File: src/rtl/if_prefetch_unit.sv
// Purpose: instruction-fetch front end; drives the ROM, queues {pc, inst} pairs, redirects on branch.
// Latency: a word fetched in cycle N is presented at the IF/ID boundary in cycle N+1 at the earliest.
// Backpressure: when the queue is full and decode does not pop, rom_ce_o drops and fetch_pc holds.
//
// Ports:
//   clk, rst                    - single clock, synchronous active-high reset
//   rom_ce_o, rom_addr_o        - ROM chip enable and byte address (address always equals fetch_pc)
//   rom_inst_i                  - combinational ROM word for rom_addr_o
//   branch_flag_i,
//   branch_target_address_i     - redirect request and target from decode
//   id_ready_i                  - decode accepts the head entry this cycle
//   if_valid_o, if_pc_o,
//   if_inst_o                   - head entry of the prefetch queue (pc/inst read 0 when not valid)
//   fifo_count_o                - current queue occupancy
module if_prefetch_unit #(
    parameter int          DEPTH    = 4,
    parameter logic [31:0] RESET_PC = 32'h0000_0000,
    parameter int          CNT_W    = 3
) (
    input  logic             clk,
    input  logic             rst,
    output logic             rom_ce_o,
    output logic [31:0]      rom_addr_o,
    input  logic [31:0]      rom_inst_i,
    input  logic             branch_flag_i,
    input  logic [31:0]      branch_target_address_i,
    input  logic             id_ready_i,
    output logic             if_valid_o,
    output logic [31:0]      if_pc_o,
    output logic [31:0]      if_inst_o,
    output logic [CNT_W-1:0] fifo_count_o
);

    localparam int PTR_W = $clog2(DEPTH);

    typedef enum logic {
        ST_WAIT = 1'b0,
        ST_RUN  = 1'b1
    } state_t;

    state_t            state;
    logic [31:0]       fetch_pc;
    logic [31:0]       pc_mem   [DEPTH];
    logic [31:0]       inst_mem [DEPTH];
    logic [PTR_W-1:0]  wr_ptr;
    logic [PTR_W-1:0]  rd_ptr;
    logic [CNT_W-1:0]  count;

    logic not_empty;
    logic not_full;
    logic pop;
    logic push;

    assign not_empty = (count != '0);
    assign not_full  = (count < CNT_W'(DEPTH));

    // A redirect hides the head entry so nothing stale crosses into decode
    // during the cycle the queue is being flushed.
    assign if_valid_o = not_empty & ~branch_flag_i;
    assign pop        = if_valid_o & id_ready_i;

    // Fetching into a full queue is allowed only when the head leaves in the
    // same cycle, which keeps the ROM streaming at one word per cycle.
    assign push = (state == ST_RUN) & ~branch_flag_i & (not_full | pop);

    assign rom_ce_o     = push;
    assign rom_addr_o   = fetch_pc;
    assign if_pc_o      = if_valid_o ? pc_mem[rd_ptr]   : 32'h0;
    assign if_inst_o    = if_valid_o ? inst_mem[rd_ptr] : 32'h0;
    assign fifo_count_o = count;

    // Queue storage needs no reset: occupancy and pointers define what is live.
    always_ff @(posedge clk) begin
        if (push && !rst) begin
            pc_mem[wr_ptr]   <= fetch_pc;
            inst_mem[wr_ptr] <= rom_inst_i;
        end
    end

    always_ff @(posedge clk) begin
        if (rst) begin
            state    <= ST_WAIT;
            fetch_pc <= RESET_PC;
            wr_ptr   <= '0;
            rd_ptr   <= '0;
            count    <= '0;
        end else begin
            case (state)
                ST_WAIT: begin
                    // Redirects are ignored here; the first fetch uses RESET_PC.
                    state <= ST_RUN;
                end
                ST_RUN: begin
                    if (branch_flag_i) begin
                        fetch_pc <= branch_target_address_i & 32'hFFFF_FFFC;
                        wr_ptr   <= '0;
                        rd_ptr   <= '0;
                        count    <= '0;
                    end else begin
                        if (push) begin
                            wr_ptr   <= wr_ptr + PTR_W'(1);
                            fetch_pc <= fetch_pc + 32'd4;
                        end
                        if (pop) begin
                            rd_ptr <= rd_ptr + PTR_W'(1);
                        end
                        case ({push, pop})
                            2'b10:   count <= count + CNT_W'(1);
                            2'b01:   count <= count - CNT_W'(1);
                            default: count <= count;
                        endcase
                    end
                end
                default: state <= ST_WAIT;
            endcase
        end
    end

endmodule

File: config.mk
export PLATFORM = sky130hd
export DESIGN_NAME = if_prefetch_unit
export DESIGN_NICKNAME = d
export VERILOG_FILES = /design/src/rtl/if_prefetch_unit.sv
export SDC_FILE = /design/constraint.sdc
export NUM_CORES = 1
export LEC_CHECK = 0
export BUFFER_PORTS_ARGS = -buffer_cell sky130_fd_sc_hd__buf_2
export CAP_MARGIN = 20
export CORE_ASPECT_RATIO = 0.6
export CORE_MARGIN = 2
export CORE_UTILIZATION = 52
export CTS_CLUSTER_DIAMETER = 40
export DETAILED_ROUTE_END_ITERATION = 8
export GPL_ROUTABILITY_DRIVEN = 0
export HOLD_SLACK_MARGIN = 0.1
export PLACE_DENSITY = 0.87
export SLEW_MARGIN = 20
export SYNTH_ARGS = -nofsm -noshare
export SYNTH_HDL_FRONTEND = slang
export SYNTH_SLANG_ARGS = --single-unit
export TNS_END_PERCENT = 20
File: constraint.sdc
create_clock -name clk -period 2.96 [get_ports clk]
set_input_delay 0.444 -clock clk [delete_from_list [all_inputs] [get_ports clk]]
set_output_delay 0.444 -clock clk [all_outputs]
set_load 0.02 [all_outputs]
### Word level (Yosys, flattened, before mapping)

Memories as Yosys holds them, arrays and structs flattened. A register that Yosys moved wholly into a read port is not among the register bits.
Index checks and enable logic that the tools add are counted.

* bits in registers: 40
* bits in latches: 0
* bits in writable memories: 256
* bits in read-only memories: 0
* input bits: 68
* output and inout port bits: 101
* memories: 2

Memory list
* inst_mem: depth 4, bits a word 32, read ports 1, clocked after memory_dff 1, wr ports 1, line 44 `logic [31:0] inst_mem [DEPTH];`
* pc_mem: depth 4, bits a word 32, read ports 1, clocked after memory_dff 1, wr ports 1, line 43 `logic [31:0] pc_mem [DEPTH];`

* add/sub/neg operators: 5
* multipliers: 0
* divide/modulo/power cells: 0
* $lt $le $gt $ge: 1
* equality and inequality tests: 2
* shift-type cells: 0
* mux-type cells: 17
* bitwise logic cells: 6
* reductions and logical operators: 9

Operators with widths (count)
* 2-to-1 mux 32 bit: 4
* adder 32 x 3 -> 32 bit, second input constant: 1
* 2-to-1 mux 2 bit: 8
* case mux 3 bit (2 select lines): 1
* AND reduction 2 bit: 3
* nonzero test 3 bit: 2
* adder 2 x 1 -> 2 bit, second input constant: 2
* bitwise AND 1 bit: 4
* nonzero test 2 bit: 2
* adder 3 x 1 -> 3 bit, second input constant: 1
* < comparator 3 bit, second input constant: 1
* 2-to-1 mux 1 bit: 3
* 2-to-1 mux 3 bit: 1
* subtractor 3 x 1 -> 3 bit, second input constant: 1
* equality test 2 x 1 -> 1 bit, second input constant: 1
* equality test 2 bit, second input constant: 1
* logical AND 1 bit: 1
* logical NOT 1 bit: 1
* NOT 1 bit: 1
* bitwise OR 1 bit: 1

### Depth between registers and ports, before layout

Gate-level depths: netlist (run 1).

* depth after elaboration: 8
* depth in mapped cells: 7

### Least setup slack after synthesis (run 1)

Ideal clock, no wire load.

* kind: input port to flip-flop
* from: input branch_flag_i
* to: memory inst_mem[0][0], enable pin
* arrival: 2.756 ns
* path slack: -0.223 ns
* cell stages on the path: 4
* cells stage by stage: or2b_2 nand2b_1 inv_1 and3_1

* word-level cells in the longest chain between the ends: 8
* elaborated cells on any way between the ends: 9
* those cells by class: mux: 2; bitwise: 6; reduce/logical: 1

Ends and longest elaborated chain
* start, declared: line 25 `input logic branch_flag_i,`
* NOT 1 bit (*): line 59, 64
* bitwise AND 1 bit: line 59 `assign if_valid_o = not_empty & ~branch_flag_i;`
* bitwise AND 1 bit: line 60 `assign pop = if_valid_o & id_ready_i;`
* bitwise OR 1 bit: line 64 `assign push = (state == ST_RUN) & ~branch_flag_i & (not_full | pop);`
* bitwise AND 1 bit (*): line 64
* via rom_ce_o: line 22 `output logic rom_ce_o,`
* logical AND 1 bit (*): line 74 `if (push && !rst) begin`
* 2-to-1 mux 1 bit (*): line 74
* 2-to-1 mux 1 bit (not written as such) (*): line 76 `inst_mem[wr_ptr] <= rom_inst_i;`
* end, declared: line 44

The timed path passes the listed nets; every way through them passes the cells marked *.

==> summary.json, run 1 <==
{
  "ff2ff_setup_slack_ns": 0.59,
  "worst-r2r-cell-count": 5,
  "netlist.area_leader.share": 0.629,
  "synthDominantAreaCellType": "sky130_fd_sc_hd__edfxtp_1",
  "first_global_vias": 7046,
  "finalClockSkew_ns": 0.0184,
  "cellPowerDensity_nw_per_um2": 641,
  "fp.dieArea_um2": 24000,
  "synth_cell_types": 62,
  "post_synth_adder_cell_area": 0.00697,
  "worst_hold_path.num_cells": 1,
  "timing.hold.worst.class": "in -> reg",
  "clock_h_tree_levels": 1,
  "layout_worst_path_cycle_share": 0.919,
  "ant_nets": 0,
  "endpoints_failing_hold": 0,
  "cts_buffer_depth": 3,
  "area_growth_pct": 21.0,
  "cts.root.buffer_cell": "sky130_fd_sc_hd__clkbuf_16",
  "initial_core_util": 0.534,
  "total_global_routing_overflow": 0,
  "detailed_place.area_um2": 13200,
  "whs_ns": 0.117,
  "antenna_found_initial": 0,
  "insertedDiodeCount": 0,
  "pin_count": 169,
  "drive_gt1_frac": 0.349,
  "timing.critical_path.required_ns": 2.52,
  "worstPathCellList": "buf_12 -> mux4_2 -> and2_1 -> buf_2",
  "grt_start_max_net_pins": 68,
  "drt_iter0_markers": 721,
  "mappedNetlistArea_um2": 11800,
  "holdCritStartpoint": "rom_inst_i[12]",
  "final_design_area_no_fill_um2": 14300,
  "synth.top_cells.by_area": "sky130_fd_sc_hd__edfxtp_1 63%, sky130_fd_sc_hd__mux4_2 12%, sky130_fd_sc_hd__dfxtp_1 6.8%",
  "cts_made_buffers": 30,
  "synthesis.area_per_instance_um2": 16.5,
  "worst_setup_path_start_kind": "register",
  "r2r-start": "state$_DFF_P_",
  "synth_simple_gate_area_share": 0.0954,
  "cts-resized-gates": 0,
  "critical_path.reg2reg.endpoint": "pc_mem[2][2]$_DFFE_PP_",
  "worstSetupPathType": "reg -> out",
  "clk_transition_reported_paths_ns": 0.07,
  "avgViaCountPerCell": 5.93,
  "worstMarginPinSlew_ns": 0.819,
  "die_y_um": 121,
  "power.leakage_uw": 0.00505,
  "port_buffers": 162,
  "synth_sequential_area_ratio": 0.696,
  "synthArstFlopShare": 0,
  "count_of_standard_cell_rows": 42,
  "timing_max_transition_violations_final": 0,
  "ir_worst_vdd_mv": 0.406,
  "detailed_place_hpwl_mm": 17.2,
  "layout_min_cycle_time_ns": 2.72,
  "clkLatencyLatePin_ns": 0.55,
  "post_synth_edffs": 248,
  "critical_path.max_fanout": 28,
  "maxClockFrequency_ghz": 0.368,
  "crit_arrival_ns": 2.28,
  "slew_headroom": 0.454,
  "yosys.area_share.xor_xnor": 0,
  "crit_path_max_incr_delay_ns": 0.56,
  "dominant_combinational_cell_family_by_area_after_synthesis": "multiplexers",
  "slowest_stage": "sky130_fd_sc_hd__mux4_2",
  "synthesis.instances": 717,
  "dr.pass1.iters": 5,
  "synth_flop_cell": "sky130_fd_sc_hd__edfxtp_1",
  "synth-seq-cells": 288,
  "grt_pass1_wl_mm": 41.2,
  "status": "complete, no violations",
  "critPathCaptureType": "output port",
  "grt_setup_unrepaired": "no",
  "number_of_nets_in_the_layout": 974,
  "maxCapViolCount": 0,
  "finalNonFillerCells": 1230,
  "worst_hold_path.endpoint": "inst_mem[1][12]$_DFFE_PP_",
  "post-cts-setup-buffer-count": 0,
  "synth_warnings": 0,
  "number_of_clock_sinks": 288,
  "synth_compound_gate_area_share": 0.0581,
  "drc_errors": 0,
  "groute.usage.overall": 0.227,
  "tritoncts": "built",
  "die_w_um": 199,
  "wl_per_cell_um": 21.9,
  "core-area_um2": 22200,
  "synth.area.mux_share": 0.122,
  "dp.cells": 1175,
  "via_count": 7292,
  "routed_wirelength_mm": 27.0,
  "report.final.setup_viol": 0
}
[layout by cell type (no fill, tap or decap), types with 16 or more instances in the layout]
cell,count
sky130_fd_sc_hd__mux4_2,62
sky130_fd_sc_hd__nand2_1,28
sky130_fd_sc_hd__buf_4,19
sky130_fd_sc_hd__a21oi_1,16
sky130_fd_sc_hd__nor2_1,34
sky130_fd_sc_hd__dfxtp_1,38
sky130_fd_sc_hd__o21ai_0,22
sky130_fd_sc_hd__buf_2,162
sky130_fd_sc_hd__clkbuf_16,31
sky130_fd_sc_hd__and2_1,65
sky130_fd_sc_hd__edfxtp_1,248
sky130_fd_sc_hd__nand3_1,17
[worst max-delay path, delay by kind of cell (launching register included)]
family                 cells  cell delay, ns
muxes                      1            0.56
and+or+nand+nor            1            0.17
DFF                        1            0.52
buffers and inverters      2            0.43
[synthesized netlist by cell type, drive strengths merged (2+ instances only)]
cell / n
edfxtp: 248
and2: 65
mux4: 62
dfxtp: 40
nor2: 35
nand2: 29
clkbuf: 25
o21ai: 23
buf: 19
nand3: 18
a21oi: 16
a31oi: 10
and3: 10
nand4: 9
a22oi: 8
nor3: 8
a211oi: 7
inv: 7
a32o: 5
ha: 5
nand2b: 5
o31ai: 5
a21o: 4
and4: 3
mux2i: 3
nor2b: 3
nor4: 3
o211ai: 3
o21a: 3
o41ai: 3
or3: 3
a22o: 2
a311oi: 2
a31o: 2
a41oi: 2
mux2: 2
nor3b: 2
nor4b: 2
o22ai: 2
or2b: 2
or4: 2
[final cells by class]
type,count,area (um^2)
inverters,7,26.3
clock inverters,22,332
well taps,308,385
clock buffers,32,779
fillers,1558,7840
flip-flops and latches,288,8260
repair buffers,192,1160
multi-input cells,381,3390
[metal layers]
layer  share of wire  GRT usage  wire length, um  up-vias
li1                -          -                -     3207
met1            0.43      0.339            11700     3659
met2            0.46      0.346            12300      381
met3           0.097     0.0561             2620       45
met4           0.014     0.0392              371        0
met5               0          0                0        -
[registers in the layout, summed over array words and instances, names as in the netlist, named ones only]
signal / flops
rd_ptr: 2
fifo_count_o: 3
state: 1
inst_mem: 128
rom_addr_o: 30
pc_mem: 120
wr_ptr: 2
[metrics by stage]
step,TNS (ns),setup slack (ns),util,total power (uW)
5_1_grt,0,0.126,0.646,9470
6_report,0,0.240,0.646,9190
3_3_place_gp,0,0.669,0.596,5110
3_5_place_dp,0,0.618,0.596,5130
4_1_cts,0,0.191,0.646,9250
2_1_floorplan,-27.59,-0.223,-,4900
[timing repair]
item	in CTS	in global routing
endpoints found under the hold margin	1	0
hold buffers	1	0
endpoints found under the setup margin	0	0
[cells by family after synthesis]
logic type	Yosys count
AO/OA/AOI/OAI	102
flip-flops	288
buffers and inverters	51
multiplexers	67
other	1
AND/OR/NAND/NOR	202
adder cells (fa/ha/maj)	6
[worst max path at each step]
stage	startpoint	end	slack (ns)	cells after the start
3_5_place_dp	branch_flag_i	rom_addr_o[19]$_SDFFE_PP0P_	0.62	6
5_1_grt	register	if_pc_o[16]	0.13	4
3_3_place_gp	branch_flag_i	rom_addr_o[19]$_SDFFE_PP0P_	0.67	6
2_1_floorplan	branch_flag_i	inst_mem[2][0]$_DFFE_PP_	-0.22	4
4_1_cts	register	if_inst_o[31]	0.19	4
6_report	register	if_inst_o[15]	0.24	4
[where the power goes]
group	internal (uW)	total, uW	switching (uW)
registers	4480	4550	73.2
logic	191	499	309
clock network	2550	4140	1600
total	7210	9190	1980
Power figures use the tool's default switching activity.
==> run 2: changes to the inputs <==
--- a/constraint.sdc
+++ b/constraint.sdc
@@ -3,2 +3,2 @@
 set_output_delay 0.444 -clock clk [all_outputs]
-set_load 0.02 [all_outputs]
+set_load 0.05 [all_outputs]
==> run 2 against run 1 <==
Worst hold slack improved by 0.0048 ns. Combinational power grew 26%. Sequential share of layout area increased by 0.46 points. Routed wire length shrank 3.7%. Register-to-register slack lost 0.06 ns. Largest cell class unchanged.
==> summary.json, run 2 (synthesized netlist as in run 1, its figures left out) <==
{
  "maxClockFrequency": {"value": 0.371, "unit": "GHz", "change": "+0.91%"},
  "largest_register_ffs": {"value": 128, "change": "unchanged"},
  "routed_wirelength": {"value": 26.0, "unit": "mm", "change": "-3.7%"},
  "drt_iter0_markers": {"value": 692, "change": "-4.0%"},
  "count_of_hold_fix_buffers_inserted_at_cts": {"value": 0, "change": "-1"},
  "wl_per_cell": {"value": 21.1, "unit": "um", "change": "-3.7%"},
  "holdCritStartpoint": "rom_inst_i[22]",
  "tritoncts": "built",
  "final_design_area_no_fill": {"value": 14200, "unit": "um^2", "change": "-0.79%"},
  "area_growth_pct": 20.0,
  "cellPowerDensity": {"value": 626, "unit": "nW/um^2", "change": "-2.4%"},
  "slew_headroom": {"value": 0.463, "change": "+0.00959"},
  "initial_core_util": {"value": 0.534, "change": "unchanged"},
  "maxCapViolCount": {"value": 0, "change": "unchanged"},
  "drive_gt1_frac": {"value": 0.347, "change": "-0.00179"},
  "layout_min_cycle_time": {"value": 2.70, "unit": "ns", "change": "-0.0245 ns"},
  "ff2ff_setup_slack": {"value": 0.53, "unit": "ns", "change": "-0.06 ns"},
  "detailed_place_hpwl": {"value": 16.7, "unit": "mm", "change": "-2.5%"},
  "port_buffers": {"value": 162, "change": "unchanged"},
  "status": "complete, no violations",
  "number_of_clock_sinks": {"value": 288, "change": "unchanged"},
  "clkLatencyLatePin": {"value": 0.54, "unit": "ns", "change": "about the same"},
  "layout.core_utilization": {"value": 0.641, "change": "-0.00513"},
  "dpl_worst_slack": {"value": 0.587, "unit": "ns", "change": "-0.0312 ns"},
  "post-route-worst-setup-slack": {"value": 0.265, "unit": "ns", "change": "+0.0245 ns"},
  "groute.usage.overall": {"value": 0.220, "change": "-0.00694"},
  "grt_setup_unrepaired": "no",
  "registers.top_by_ff_count": "inst_mem",
  "worstSetupPathType": "reg -> out",
  "report.final.setup_viol": {"value": 0, "change": "unchanged"},
  "endpoints_failing_hold": {"value": 0, "change": "unchanged"},
  "fp.dieArea": {"value": 24000, "unit": "um^2", "change": "unchanged"},
  "total_global_routing_overflow": {"value": 0, "change": "unchanged"},
  "clk_transition_reported_paths": {"value": 0.06, "unit": "ns", "change": "about the same"},
  "detailed_place.area": {"value": 13200, "unit": "um^2", "change": "about the same"},
  "cts_buffer_depth": {"value": 3, "change": "unchanged"},
  "die_y": {"value": 121, "unit": "um", "change": "unchanged"},
  "number_of_nets_in_the_layout": {"value": 973, "change": "-0.10%"},
  "layout_worst_path_cycle_share": {"value": 0.911, "change": "-0.00828"},
  "first_global_vias": {"value": 6915, "change": "-1.9%"},
  "setup_total_negative_slack": {"value": 0, "unit": "ns", "change": "unchanged"},
  "grt_pass1_wl": {"value": 39.8, "unit": "mm", "change": "-3.4%"},
  "pin_count": {"value": 169, "change": "unchanged"},
  "grt_start_max_net_pins": {"value": 69, "change": "+1.5%"},
  "die_w": {"value": 199, "unit": "um", "change": "unchanged"},
  "critPathCaptureType": "output port",
  "crit_arrival": {"value": 2.25, "unit": "ns", "change": "-0.03 ns"},
  "count_of_standard_cell_rows": {"value": 42, "change": "unchanged"},
  "most_frequent_standard_cell_in_the_layout_excluding_fill_and_tap_cells": "sky130_fd_sc_hd__edfxtp_1",
  "cts_made_buffers": {"value": 29, "change": "-3.3%"},
  "timing_max_transition_violations_final": {"value": 0, "change": "unchanged"},
  "timing.hold.worst.class": "in -> reg",
  "dr.pass1.iters": {"value": 6, "change": "+1"},
  "worst_hold_path.num_cells": {"value": 1, "change": "unchanged"},
  "finalClockSkew": {"value": 0.0152, "unit": "ns", "change": "-0.00321 ns"},
  "timing.critical_path.required": {"value": 2.52, "unit": "ns", "change": "about the same"},
  "avgViaCountPerCell": {"value": 5.83, "change": "-1.6%"},
  "ant_nets": {"value": 0, "change": "unchanged"},
  "core-area": {"value": 22200, "unit": "um^2", "change": "unchanged"},
  "via_count": {"value": 7176, "change": "-1.6%"},
  "total_power": {"value": 8900, "unit": "uW", "change": "-3.2%"},
  "clock_h_tree_levels": {"value": 1, "change": "unchanged"},
  "power.leakage": {"value": 0.00500, "unit": "uW", "change": "-1.0%"},
  "drc_errors": {"value": 0, "change": "unchanged"},
  "critical_path.reg2reg.endpoint": "rom_addr_o[25]$_SDFFE_PP0P_",
  "worstMarginPinSlew": {"value": 0.805, "unit": "ns", "change": "-0.0144 ns"},
  "worst_setup_path_start_kind": "register",
  "antenna_found_initial": {"value": 0, "change": "unchanged"},
  "ir_worst_vdd": {"value": 0.444, "unit": "mV", "change": "+9.4%"},
  "cts.root.buffer_cell": "sky130_fd_sc_hd__clkbuf_16",
  "r2r-start": "rom_addr_o[18]$_SDFFE_PP0P_",
  "worst_hold_path.endpoint": "inst_mem[2][22]$_DFFE_PP_",
  "worst-r2r-cell-count": {"value": 5, "change": "unchanged"},
  "layout.cells.most_common_list": "248 x sky130_fd_sc_hd__edfxtp_1, 162 x sky130_fd_sc_hd__buf_2, 65 x sky130_fd_sc_hd__and2_1",
  "critical_path.max_fanout": {"value": 14, "change": "-50%"}
}
-- run 2: per-layer routing --
layer | up-vias | GRT usage | routed length [um]
met5 | - | 0 | 0
met4 | 0 | 0.0476 | 490
met3 | 38 | 0.0500 | 2700
met2 | 373 | 0.319 | 11400
met1 | 3546 | 0.342 | 11400
li1 | 3219 | - | -
-- run 2: per-stage QoR --
step | hold slack, ns | cells
CTS | 0.104 | 1227
global route | 0.109 | 1229
global placement | 0.479 | 1174
floorplan | 0.463 | 720
detailed placement | 0.494 | 1174
finish | 0.122 | 1230
-- run 2: layout make-up --
type / count / area (um^2)
sequential: 288 / 8260
fill: 1589 / 7960
multi-input combinational: 381 / 3390
timing repair buffer: 192 / 1170
clock buffer: 36 / 772
tap: 308 / 385
clock inverter: 17 / 213
inverter: 7 / 26.3
antenna: 1 / 2.50
-- run 2: report_power, final --
part / leakage [uW] / switching, uW / total (uW) / internal, uW
Sequential: 0.00255 / 68.2 / 4540 / 4480
Combinational: 0.00198 / 442 / 631 / 189
Clock: 0.000471 / 1510 / 3730 / 2210
-- run 2: worst max-delay path by stage --
stage                                  endpoint          start  cells after the start
global placement      inst_mem[2][18]$_DFFE_PP_  branch_flag_i                      6
detailed placement  rom_addr_o[19]$_SDFFE_PP0P_  branch_flag_i                      6
CTS                                 if_pc_o[15]       register                      4
global route                           rom_ce_o  state$_DFF_P_                      4
finish                                 rom_ce_o  state$_DFF_P_                      4
floorplan              inst_mem[3][0]$_DFFE_PP_  branch_flag_i                      4
-- run 2: worst max-delay path, cell delays in order (launching register included) --
cell and delay (ns):
sky130_fd_sc_hd__dfxtp_1 0.58, sky130_fd_sc_hd__or2b_2 0.37, sky130_fd_sc_hd__nand2b_1 0.16, sky130_fd_sc_hd__inv_1 0.26
sky130_fd_sc_hd__buf_2 0.33
-- run 2: repair_timing --
action | in CTS | in global routing
endpoints found under the setup margin | 0 | 1
setup buffers | 0 | 2
gates resized for setup | 0 | 0
